File: config.mk
export PLATFORM = sky130hd
export DESIGN_NAME = load_store_unit_flat
export DESIGN_NICKNAME = d
export VERILOG_FILES = /design/src/rtl/load_store_unit_if.sv /design/src/rtl/load_store_unit.sv /design/src/flat_wrapper.sv
export SDC_FILE = /design/constraint.sdc
export NUM_CORES = 1
export LEC_CHECK = 0
export BUFFER_PORTS_ARGS = -buffer_cell sky130_fd_sc_hd__buf_2
export CORE_ASPECT_RATIO = 0.7
export CORE_UTILIZATION = 35
export DETAILED_ROUTE_END_ITERATION = 8
export GPL_ROUTABILITY_DRIVEN = 0
export HOLD_SLACK_MARGIN = 0.1
export PLACE_DENSITY = 0.68
export SLEW_MARGIN = 20
export SYNTH_ARGS = -nofsm -noshare
export SYNTH_HDL_FRONTEND = slang
export SYNTH_SLANG_ARGS = --single-unit
File: constraint.sdc
create_clock -name clk -period 1.9 [get_ports clk]
set_input_delay 0 -clock clk [delete_from_list [all_inputs] [get_ports clk]]
set_output_delay 0 -clock clk [all_outputs]
set_load 0.02 [all_outputs]
File: src/rtl/load_store_unit_if.sv
// Request/response and data-bus interfaces of the load/store unit.
// Request master is the decode stage; bus master is the load/store unit.
interface lsu_req_if #(
  parameter int AW = 32,
  parameter int DW = 32
);
  logic          req_valid;
  logic          req_ready;
  logic          req_we;
  logic [1:0]    req_size;
  logic          req_unsigned;
  logic [AW-1:0] req_addr;
  logic [DW-1:0] req_wdata;
  logic          rsp_valid;
  logic          rsp_err;
  logic [DW-1:0] rsp_rdata;

  modport master (
    output req_valid, req_we, req_size, req_unsigned, req_addr, req_wdata,
    input  req_ready, rsp_valid, rsp_err, rsp_rdata
  );
  modport slave (
    input  req_valid, req_we, req_size, req_unsigned, req_addr, req_wdata,
    output req_ready, rsp_valid, rsp_err, rsp_rdata
  );
endinterface

interface lsu_mem_if #(
  parameter int AW = 32,
  parameter int DW = 32
);
  logic          mem_d_valid;
  logic          mem_d_ready;
  logic          mem_d_we;
  logic [AW-1:0] mem_d_addr;
  logic [3:0]    mem_d_be;
  logic [DW-1:0] mem_d_wdata;
  logic          mem_d_rvalid;
  logic [DW-1:0] mem_d_rdata;

  modport master (
    output mem_d_valid, mem_d_we, mem_d_addr, mem_d_be, mem_d_wdata,
    input  mem_d_ready, mem_d_rvalid, mem_d_rdata
  );
  modport slave (
    input  mem_d_valid, mem_d_we, mem_d_addr, mem_d_be, mem_d_wdata,
    output mem_d_ready, mem_d_rvalid, mem_d_rdata
  );
endinterface

File: src/rtl/load_store_unit.sv
// Execute-stage load/store agent: one outstanding access, word-aligned bus
// cycles with byte enables, sign/zero-extended load data, one-cycle response.
module load_store_unit #(
  parameter int AW = 32,
  parameter int DW = 32
) (
  input  logic   clk,
  input  logic   rst_n,
  lsu_req_if.slave req,
  lsu_mem_if.master mem
);

  typedef enum logic [1:0] {S_IDLE, S_BUS_REQ, S_WAIT_RD, S_RESP} state_t;

  state_t        r_state, w_state_nxt;
  logic          r_we;
  logic [1:0]    r_size;
  logic          r_unsigned;
  logic [1:0]    r_off;
  logic [AW-1:0] r_addr;
  logic [3:0]    r_be;
  logic [DW-1:0] r_wdata;
  logic          r_rsp_valid;
  logic          r_rsp_err;
  logic [DW-1:0] r_rsp_rdata;
  logic          w_accept;
  logic          w_misalign;
  logic          w_rd_done;

  function automatic logic [3:0] f_be(input logic [1:0] size, input logic [1:0] off);
    case (size)
      2'b00:   return 4'b0001 << off;
      2'b01:   return off[1] ? 4'b1100 : 4'b0011;
      2'b10:   return 4'b1111;
      default: return 4'b0000;
    endcase
  endfunction

  function automatic logic [DW-1:0] f_wdata(input logic [1:0] size, input logic [DW-1:0] wd);
    case (size)
      2'b00:   return {4{wd[7:0]}};
      2'b01:   return {2{wd[15:0]}};
      default: return wd;
    endcase
  endfunction

  function automatic logic [DW-1:0] f_load(input logic [1:0] size, input logic [1:0] off,
                                           input logic uns, input logic [DW-1:0] word);
    logic        [DW-1:0] sh;
    logic signed [7:0]    b8;
    logic signed [15:0]   h16;
    logic signed [DW-1:0] ext;
    sh  = word >> {off, 3'b000};
    b8  = sh[7:0];
    h16 = sh[15:0];
    case (size)
      2'b00:   ext = uns ? DW'({24'd0, sh[7:0]})  : DW'(b8);
      2'b01:   ext = uns ? DW'({16'd0, sh[15:0]}) : DW'(h16);
      default: ext = word;
    endcase
    return ext;
  endfunction

  assign w_accept   = req.req_valid && (r_state == S_IDLE);
  assign w_misalign = (req.req_size == 2'b11) ||
                      (req.req_size == 2'b01 && req.req_addr[0]) ||
                      (req.req_size == 2'b10 && (req.req_addr[1:0] != 2'b00));
  // Read data is only honoured once the address phase has completed.
  assign w_rd_done  = (r_state == S_WAIT_RD) && mem.mem_d_rvalid;

  always_ff @(posedge clk or negedge rst_n) begin
    if (!rst_n) r_state <= S_IDLE;
    else        r_state <= w_state_nxt;
  end

  always_comb begin
    w_state_nxt = r_state;
    case (r_state)
      S_IDLE:    if (w_accept) w_state_nxt = w_misalign ? S_RESP : S_BUS_REQ;
      S_BUS_REQ: if (mem.mem_d_ready) w_state_nxt = r_we ? S_RESP : S_WAIT_RD;
      S_WAIT_RD: if (mem.mem_d_rvalid) w_state_nxt = S_RESP;
      S_RESP:    w_state_nxt = S_IDLE;
      default:   w_state_nxt = S_IDLE;
    endcase
  end

  // Request capture: bus-side fields are formatted once at accept time.
  always_ff @(posedge clk or negedge rst_n) begin
    if (!rst_n) begin
      r_we       <= 1'b0;
      r_size     <= 2'b00;
      r_unsigned <= 1'b0;
      r_off      <= 2'b00;
      r_addr     <= '0;
      r_be       <= 4'b0000;
      r_wdata    <= '0;
    end else if (w_accept) begin
      r_we       <= req.req_we;
      r_size     <= req.req_size;
      r_unsigned <= req.req_unsigned;
      r_off      <= req.req_addr[1:0];
      r_addr     <= {req.req_addr[AW-1:2], 2'b00};
      r_be       <= f_be(req.req_size, req.req_addr[1:0]);
      r_wdata    <= f_wdata(req.req_size, req.req_wdata);
    end
  end

  // Response stage: fields are valid only during the single RESP cycle.
  always_ff @(posedge clk or negedge rst_n) begin
    if (!rst_n) begin
      r_rsp_valid <= 1'b0;
      r_rsp_err   <= 1'b0;
      r_rsp_rdata <= '0;
    end else begin
      r_rsp_valid <= (w_state_nxt == S_RESP);
      r_rsp_err   <= (r_state == S_IDLE) && (w_state_nxt == S_RESP);
      r_rsp_rdata <= w_rd_done ? f_load(r_size, r_off, r_unsigned, mem.mem_d_rdata) : '0;
    end
  end

  assign req.req_ready   = (r_state == S_IDLE);
  assign req.rsp_valid   = r_rsp_valid;
  assign req.rsp_err     = r_rsp_err;
  assign req.rsp_rdata   = r_rsp_rdata;
  assign mem.mem_d_valid = (r_state == S_BUS_REQ);
  assign mem.mem_d_we    = r_we;
  assign mem.mem_d_addr  = r_addr;
  assign mem.mem_d_be    = r_be;
  assign mem.mem_d_wdata = r_wdata;

endmodule

File: src/flat_wrapper.sv
// flat-port wrapper written by rule: the top's interface ports become plain ports
module load_store_unit_flat 
#(
  parameter int AW = 32,
  parameter int DW = 32
)
  (clk, rst_n, req_req_valid, req_req_we, req_req_size, req_req_unsigned, req_req_addr, req_req_wdata, req_req_ready, req_rsp_valid, req_rsp_err, req_rsp_rdata, mem_mem_d_valid, mem_mem_d_we, mem_mem_d_addr, mem_mem_d_be, mem_mem_d_wdata, mem_mem_d_ready, mem_mem_d_rvalid, mem_mem_d_rdata);
  lsu_req_if #(.AW(AW), .DW(DW)) req_i ();
  lsu_mem_if #(.AW(AW), .DW(DW)) mem_i ();
  input  logic clk;
  input  logic rst_n;
  input wire logic [$bits(req_i.req_valid)-1:0] req_req_valid;
  input wire logic [$bits(req_i.req_we)-1:0] req_req_we;
  input wire logic [$bits(req_i.req_size)-1:0] req_req_size;
  input wire logic [$bits(req_i.req_unsigned)-1:0] req_req_unsigned;
  input wire logic [$bits(req_i.req_addr)-1:0] req_req_addr;
  input wire logic [$bits(req_i.req_wdata)-1:0] req_req_wdata;
  output wire logic [$bits(req_i.req_ready)-1:0] req_req_ready;
  output wire logic [$bits(req_i.rsp_valid)-1:0] req_rsp_valid;
  output wire logic [$bits(req_i.rsp_err)-1:0] req_rsp_err;
  output wire logic [$bits(req_i.rsp_rdata)-1:0] req_rsp_rdata;
  output wire logic [$bits(mem_i.mem_d_valid)-1:0] mem_mem_d_valid;
  output wire logic [$bits(mem_i.mem_d_we)-1:0] mem_mem_d_we;
  output wire logic [$bits(mem_i.mem_d_addr)-1:0] mem_mem_d_addr;
  output wire logic [$bits(mem_i.mem_d_be)-1:0] mem_mem_d_be;
  output wire logic [$bits(mem_i.mem_d_wdata)-1:0] mem_mem_d_wdata;
  input wire logic [$bits(mem_i.mem_d_ready)-1:0] mem_mem_d_ready;
  input wire logic [$bits(mem_i.mem_d_rvalid)-1:0] mem_mem_d_rvalid;
  input wire logic [$bits(mem_i.mem_d_rdata)-1:0] mem_mem_d_rdata;
  assign req_i.req_valid = req_req_valid;
  assign req_i.req_we = req_req_we;
  assign req_i.req_size = req_req_size;
  assign req_i.req_unsigned = req_req_unsigned;
  assign req_i.req_addr = req_req_addr;
  assign req_i.req_wdata = req_req_wdata;
  assign req_req_ready = req_i.req_ready;
  assign req_rsp_valid = req_i.rsp_valid;
  assign req_rsp_err = req_i.rsp_err;
  assign req_rsp_rdata = req_i.rsp_rdata;
  assign mem_mem_d_valid = mem_i.mem_d_valid;
  assign mem_mem_d_we = mem_i.mem_d_we;
  assign mem_mem_d_addr = mem_i.mem_d_addr;
  assign mem_mem_d_be = mem_i.mem_d_be;
  assign mem_mem_d_wdata = mem_i.mem_d_wdata;
  assign mem_i.mem_d_ready = mem_mem_d_ready;
  assign mem_i.mem_d_rvalid = mem_mem_d_rvalid;
  assign mem_i.mem_d_rdata = mem_mem_d_rdata;
  load_store_unit #(.AW(AW), .DW(DW)) u_core (.clk(clk), .rst_n(rst_n), .req(req_i), .mem(mem_i));
endmodule
; ---- Word level (Yosys, flattened, before mapping)
; Index checks and enable logic that the tools add are counted.
[word_totals]
register_bits = 108
in_bits = 105
output_inout_bits = 105
word_cells = 45
[classes]
n_eq_ne = 8
n_shift = 2
mux = 13
n_reduce_logical = 11
[ops]
columns = cell, count
row1 = 32-bit case mux with 2 select lines, 2
row2 = 32-bit 2-to-1 mux, 3
row3 = 32-bit by 5-bit right shift with 16-bit output, 1
row4 = 4-bit case mux with 3 select lines, 1
row5 = "2-bit == test, second input constant", 5
row6 = 2-bit 2-to-1 mux, 4
row7 = 2-bit case mux with 4 select lines, 1
row8 = "2-bit by 1-bit == test with 1-bit output, second input constant", 3
row9 = 2-bit zero test, 3
row10 = 1-bit logical AND, 5
row11 = 4-bit 2-to-1 mux, 1
row12 = "1-bit by 2-bit << shifter with 4-bit output, first input constant", 1
row13 = 1-bit logical OR, 2
row14 = 2-bit nonzero test, 1
row15 = 1-bit 2-to-1 mux, 1

; ---- Depth between registers and ports, before layout
; Gate-level depths: netlist of run 1.
[depth]
ltp_word = 9
depth_mapped = 6
mapped_depth_nobuf = 3

; ---- Worst setup path before layout of run 1
; Ideal clock, no wire load.
[synth_path]
path_type = register to register
startpoint = register u_core.r_state[1]
endpoint = register u_core.r_addr[2] (netlist: u_core.mem.mem_d_addr[2])
setup_time_ps = 125
arrival_time_ps = 1362
required_ps = 1775
setup_slack_ps = 413
stages_incl_launch_ff = 5
path_buffers = 2
synth_period_minus_slack_ps = 1487
cell_sequence = dfrtp_1 buf_6 nor3b_4 buf_6 mux2_2
[synth_between]
elab_chain_cells = 2
[synth_rtl]
columns = item, line_no
row1 = start: declaration, load_store_unit.sv:15  ; state_t r_state, w_state_nxt;
row2 = start signal: assignment, load_store_unit.sv:73  ; else r_state <= w_state_nxt;
row3 = 2-bit zero test, load_store_unit.sv:64  ; assign w_accept = req.req_valid && (r_state == S_IDLE);
row4 = 1-bit logical AND, load_store_unit.sv:64
row5 = end signal: assignment, load_store_unit.sv:102  ; r_addr <= {req.req_addr[AW-1:2], 2'b00};
row6 = end: declaration, load_store_unit.sv:20  ; logic [AW-1:0] r_addr;
; No other way between the ends.
; A chain may end at the register's enable or synchronous reset.

; ---- Worst setup path after layout of run 1
[layout_path]
startpoint = input req_req_size[1]
endpoint = register u_core.r_wdata[28] (netlist: u_core.mem.mem_d_wdata[28])
[layout_between]
elab_chain_cells = 2
word_cells_on_any_way = 3
classes_between = eq/ne: 1 / mux: 1 / reduce/logical: 1
[layout_rtl]
columns = item, line_no
row1 = start: declaration, flat_wrapper.sv:14  ; input wire logic [$bits(req_i.req_size)-1:0] req_req_size;
row2 = 2-bit by 1-bit == test with 1-bit output / 2-bit zero test (equally long branches), load_store_unit.sv:40  ; case (size)
row3 = 32-bit case mux with 2 select lines *, load_store_unit.sv:40
row4 = end signal: assignment, load_store_unit.sv:104  ; r_wdata <= f_wdata(req.req_size, req.req_wdata);
row5 = end: declaration, load_store_unit.sv:22  ; logic [DW-1:0] r_wdata;
; Every way passes the cells marked *; elsewhere a longest branch is shown, timed or not.

==> summary.txt, run 1 <==
Critical path
  – Worst Setup Start Kind: input port
  – Data required time at the worst endpoint: 2140 ps
  – Critical path's largest stage delay: 570 ps
  – CP Cell Sequence: dlygate4sd3_1 > buf_2 > buf_6 > o21ai_0 > dlygate4sd3_1 > mux2_2
  – Worst Setup SP: req_req_size[1]
  – R2R depth: 4
  – Setup crit end kind: flop
  – R2R Path Start: u_core.r_state[0]$_DFF_PN0_
  – Critical path arrival: 2020 ps
  – Delay-heaviest family, CP: buffers and inverters
  – FF-to-FF End: u_core.r_state[1]$_DFF_PN0_
  – Setup CP Type: input port to flop
  – Reg2Reg Setup Slack: 240 ps
  – CP Depth: 6
  – CP max FO: 22
  – Top cell by count, worst path: dlygate4sd3_1
  – Critical-path top delay cell: dlygate4sd3_1
  – Crit path capture: u_core.mem.mem_d_wdata[28]$_DFFE_PN0P_
  – Buf+Inv Stages, Crit Path: 4

Clock tree
  – Reg clk slew, reported paths: 80 ps
  – Clock sink total: 108
  – Cts bufs inserted: 9
  – Insertion delay to the later sink of the worst-skew pair: 360 ps
  – Root Buffer Master: clkbuf_16
  – CTS tree: done
  – CTS Buffer Depth: 2
  – Setup bufs post-CTS: 0
  – H-tree levels: 3

Pwr
  – Internal power: 6.52 mW
  – Flop pwr share: 0.352
  – Sw Ratio: 0.413
  – Power per cell area: 1470 nW/µm²
  – Sw power: 4.59 mW
  – Gate power share: 0.474
  – Static Leak: 3.62 nW
  – Clock power frac: 0.175
  – Peak supply drop: 0.886 mV

Timing
  – Tmin final: 1780 ps
  – Final setup vio count: 0
  – Fmax: 0.560 GHz
  – Worst-margin pin slew: 641 ps
  – Final hold viol count: 0
  – Slew HR: 0.572
  – Unrepaired setup endpoints after global routing: false
  – Max-slew violation count: 0
  – Worst clock skew: 7.99 ps
  – Final setup TNS: 0 ps
  – Period utilization: 0.939

Cells and area
  – Fillers: 1,179
  – Finished Cell Area: 7580 µm²
  – Layout cells sized above 1: 0.450
  – Cell Count, Final, Fillers Out: 904
  – Final net count: 814
  – Antenna cells: 0
  – Finished Core Util: 0.541
  – Area grow syn2layout: 50.3%

Logic synthesis
  – Top-count cell post-synth: dfrtp_1
  – Largest cells by area after synthesis: dfrtp_1, mux2_2, mux2i_1
  – Number of enable flip-flop cells after synthesis: 0
  – Top_reg_cell synth: dfrtp_1
  – Synth cell types: 50
  – Cells after synthesis: 403
  – Synth warn: 0
  – Cell taking the most area after synthesis: dfrtp_1
  – Async set or reset register ratio after synthesis: 1.00
  – Synthesized area: 5040 µm²
  – Syn_area_per_cell: 12.5 µm²
  – Post-synth top cells: dfrtp_1, mux2_2, nand2_1, o21ai_0, mux2i_1
  – Sequential share of the synthesized area: 0.536
  – Yosys top cell area share: 0.536
  – Seq cells post-synth: 108

Placed design
  – Placed Cells: 780
  – Detailed Place HPWL: 9850 µm
  – I/O Buffers: 207
  – Placed inst area: 6190 µm²

Die
  – Rows: 36
  – Die area: 14,900 µm²
  – Die Y: 102 µm
  – Initial Util: 0.360
  – Core area: 14,000 µm²
  – Num ports: 210
  – Die width: 145 µm

Global routing
  – First-pass GRT wire length: 23,600 µm
  – Maximum number of pins on one net before global-route repair: 47
  – Initial antenna violation count: 0
  – Grt total ovfl: 0
  – Vias in the first global route: 4,679
  – Total global-route track usage: 0.206

Detailed routing
  – Routed length per instance: 16.6 µm
  – Drt pass-1 iters: 4
  – Vias per cell: 4.93
  – Final WL: 15,000 µm
  – Routed via count: 4,454
  – Post-route ant nets: 0
  – Drt initial violations: 131
  – Post-route DRC: 0

Flow run
  – Max cap viols: 0

Run status
  – Status: finished clean

Min path
  – Hold/Removal Path Class: input port to async pin
## final cells by class
class | instances | area [µm²] | area share
tap | 190 | 238 | 0.0314
multi-input combinational | 260 | 2070 | 0.274
timing repair buffer | 326 | 2240 | 0.296
sequential | 108 | 2700 | 0.357
inverter | 4 | 15.0 | 0.00198
clock buffer | 9 | 225 | 0.0297
clock inverter | 7 | 82.6 | 0.0109
## state kept, by name, indices dropped and copies added (netlist names)
signal                  flops
u_core.mem.mem_d_wdata     32
u_core.mem.mem_d_we         1
u_core.r_off                2
u_core.req.rsp_rdata       32
u_core.mem.mem_d_addr      30
u_core.r_unsigned           1
u_core.req.rsp_err          1
u_core.r_state              2
u_core.mem.mem_d_be         4
u_core.req.rsp_valid        1
u_core.r_size               2
## repair_timing
item | in CTS | in global routing
endpoints found under the hold margin | 214 | 0
hold buffers | 108 | 0
gates resized for setup | 0 | 1
endpoints found under the setup margin | 0 | 3
## power groups by stage
stage	clock network, mW	logic [mW]	registers [mW]
floorplan	0	2.55	4.86
global placement	0	4.93	3.85
detailed placement	0	5.04	3.91
CTS	2.01	5.23	3.88
global route	2.08	5.66	4.04
finish	1.94	5.27	3.91
## logic make-up after synthesis
| kind of cell | Yosys count | synth area share |
|---|---|---|
| buffers and inverters | 36 | 0.0536 |
| muxes | 84 | 0.189 |
| AOI/OAI and AO/OA | 100 | 0.145 |
| xor gates and xnor gates | 1 | 0.00174 |
| other | 1 | 0.000744 |
| DFF | 108 | 0.536 |
| and+or+nand+nor | 73 | 0.0735 |
## per-layer routing
| metal | part of all wire | GRT usage |
|---|---|---|
| met1 | 0.41 | 0.238 |
| met2 | 0.48 | 0.358 |
| met3 | 0.088 | 0.0705 |
| met4 | 0.018 | 0.0802 |
| met5 | 0 | 0 |
## placed cells by master (no fill, tap or decap), drive strengths merged, types with 2 or more instances in the layout
| cell | n |
|---|---|
| o22a | 7 |
| o221a | 7 |
| mux2 | 59 |
| a21oi | 29 |
| dfrtp | 108 |
| dlygate4sd3 | 108 |
| o2bb2ai | 4 |
| inv | 6 |
| a221oi | 8 |
| o21ba | 2 |
| clkinvlp | 2 |
| mux2i | 24 |
| and3b | 3 |
| clkinv | 2 |
| nor2b | 5 |
| o31ai | 8 |
| o21ai | 28 |
| nor2 | 21 |
| nand2 | 33 |
| nand2b | 3 |
| buf | 218 |
| conb | 2 |
| and2b | 3 |
| clkbuf | 9 |
## per-stage QoR
stage	worst slack, ps	hold WS, ps	total power, mW
after floorplan	413	-296	7.41
after global routing	62.2	140	11.8
final	115	102	11.1
after CTS	136	107	11.1
after global placement	289	-47.9	8.77
after detailed placement	244	-44.2	8.94
## worst min-delay path by stage
stage,start,to,depth (start not counted)
2_1_floorplan,rst_n,u_core.mem.mem_d_addr[10]$_DFFE_PN0P_,0
3_3_place_gp,rst_n,u_core.req.rsp_rdata[7]$_DFF_PN0_,1
3_5_place_dp,rst_n,u_core.req.rsp_rdata[7]$_DFF_PN0_,1
4_1_cts,rst_n,u_core.req.rsp_rdata[31]$_DFF_PN0_,2
5_1_grt,rst_n,u_core.req.rsp_rdata[7]$_DFF_PN0_,2
6_report,rst_n,u_core.req.rsp_rdata[31]$_DFF_PN0_,2
Note: power is estimated with default switching activity, not from simulation.
==> run 2: changes to the inputs <==
--- a/config.mk
+++ b/config.mk
@@ -6,7 +6,6 @@
 export NUM_CORES = 1
 export LEC_CHECK = 0
 export BUFFER_PORTS_ARGS = -buffer_cell sky130_fd_sc_hd__buf_2
-export CORE_ASPECT_RATIO = 0.7
 export CORE_UTILIZATION = 35
 export DETAILED_ROUTE_END_ITERATION = 8
 export GPL_ROUTABILITY_DRIVEN = 0
==> constraint.sdc (replaced) <==
create_clock -name clk -period 2.3 [get_ports clk]
set_input_delay 0 -clock clk [delete_from_list [all_inputs] [get_ports clk]]
set_output_delay 0 -clock clk [all_outputs]
set_load 0.02 [all_outputs]
==> summary.txt, run 2 (synthesis gave the netlist of run 1 again) <==
Cells and area
  – Layout cells sized above 1: 0.448
  – Commonest non-fill, non-tap cell in the layout: buf_2
  – Area grow syn2layout: 47.8%
  – Final net count: 803
  – Most frequent cells in the layout: buf_2, dfrtp_1, dlygate4sd3_1, mux2_2, nand2_1
  – Antenna cells: 0

Timing
  – Period utilization: 0.841
  – Fmax: 0.517 GHz
  – Worst-margin pin slew: 769 ps
  – Unrepaired setup endpoints after global routing: false
  – Hold WS: 246 ps
  – Final setup TNS: 0 ps
  – Worst clock skew: 6.46 ps
  – Max-slew violation count: 0
  – Final setup vio count: 0
  – Tmin final: 1930 ps
  – Final WS setup: 366 ps
  – Slew HR: 0.487
  – Final hold viol count: 0

Detailed routing
  – Post-route ant nets: 0
  – Routed via count: 4,313
  – Drt initial violations: 182
  – Final WL: 14,100 µm
  – Drt pass-1 iters: 4
  – Post-route DRC: 0
  – Routed length per instance: 15.9 µm
  – Vias per cell: 4.88

Critical path
  – Delay-heaviest family, CP: flip-flops
  – Setup crit end kind: flop
  – Data required time at the worst endpoint: 2520 ps
  – Buf+Inv Stages, Crit Path: 0
  – Crit path capture: u_core.req.rsp_rdata[11]$_DFF_PN0_
  – Reg2Reg Setup Slack: 370 ps
  – Critical path's largest stage delay: 810 ps
  – R2R depth: 3
  – CP max FO: 17
  – R2R Path Start: u_core.r_off[1]$_DFFE_PN0P_
  – Critical path arrival: 2150 ps
  – Setup CP Type: flop to flop
  – CP Cell Sequence: mux4_1 > nand4b_2 > o31ai_1
  – CP Depth: 3
  – Critical-path top delay cell: dfrtp_1
  – Worst Setup Start Kind: flop
  – Worst Setup SP: u_core.r_off[1]$_DFFE_PN0P_
  – FF-to-FF End: u_core.req.rsp_rdata[11]$_DFF_PN0_

Die
  – Die area: 14,900 µm²
  – Initial Util: 0.360
  – Die Y: 122 µm
  – Num ports: 210
  – Die width: 122 µm
  – Core area: 14,000 µm²
  – Rows: 43

Placed design
  – Detailed Place HPWL: 9380 µm
  – Worst slack, placed: 407 ps
  – I/O Buffers: 207

Clock tree
  – Cts bufs inserted: 9
  – CTS Buffer Depth: 2
  – Insertion delay to the later sink of the worst-skew pair: 350 ps
  – Reg clk slew, reported paths: 80 ps
  – Clock sink total: 108
  – CTS tree: done
  – Number of gates resized after CTS: 0
  – H-tree levels: 3
  – Root Buffer Master: clkbuf_16

Global routing
  – Initial antenna violation count: 0
  – Vias in the first global route: 4,510
  – Total global-route track usage: 0.192
  – Maximum number of pins on one net before global-route repair: 81
  – Grt total ovfl: 0
  – First-pass GRT wire length: 22,100 µm

Min path
  – Hold/Removal Path Class: input port to flop
  – Worst min-delay path startpoint: req_req_size[0]

Run status
  – Status: finished clean

Pwr
  – Power per cell area: 1210 nW/µm²
  – Peak supply drop: 0.562 mV
  – Static Leak: 3.56 nW

Flow run
  – Max cap viols: 0
run 2: changes by cell type in the layout (fill, tap and decap cells not counted):
cell,delta
dlygate4sd3_1,-5
buf_4,-4
inv_6,+2
buf_12,-1
buf_6,-1
clkinvlp_4,-1
inv_8,-1
run 2: final cells by class:
type	instances	area (µm²)
Sequential cell	108	2700
Multi-Input combinational cell	260	2070
Tap cell	180	225
Inverter	4	15.0
Timing Repair Buffer	315	2130
Fill cell	1180	6530
Clock inverter	7	81.3
Clock buffer	9	225
run 2: what timing repair did:
action | 4_1_cts | 5_1_grt
hold endpoints to repair | 160 | 0
setup buffers | 0 | 0
hold buffers | 103 | 0
run 2: metal layers:
metal  track usage  share of wire
met1         0.214           0.39
met2         0.350           0.52
met3        0.0473          0.076
met4        0.0687          0.015
met5             0              0
run 2: how the worst min path moves through the flow:
stage                                            endpoint  slack (ps)  cells past startpoint
global route                 u_core.r_size[0]$_DFFE_PN0P_         260                      2
global placement             u_core.req.rsp_err$_DFF_PN0_         120                      1
detailed placement            u_core.r_state[1]$_DFF_PN0_         140                      1
CTS                          u_core.r_size[0]$_DFFE_PN0P_         240                      2
floorplan           u_core.mem.mem_d_addr[10]$_DFFE_PN0P_        -300                      0
finish                       u_core.r_size[0]$_DFFE_PN0P_         250                      2
run 2: metrics by stage:
step                      instances  power, mW  utilization  instance area, µm²
final                           883       9.00        0.533                7450
after floorplan                 404       6.12            -                5050
after detailed placement        764       7.30        0.437                6120
after global placement          764       7.15        0.437                6120
after global routing            883       9.57        0.533                7450
after CTS                       883       9.05        0.533                7450
run 2: where the power goes:
part           switching [mW]  internal [mW]
sequential              0.540           2.70
combinational            2.41           1.76
clock                   0.738          0.861
total                    3.68           5.31
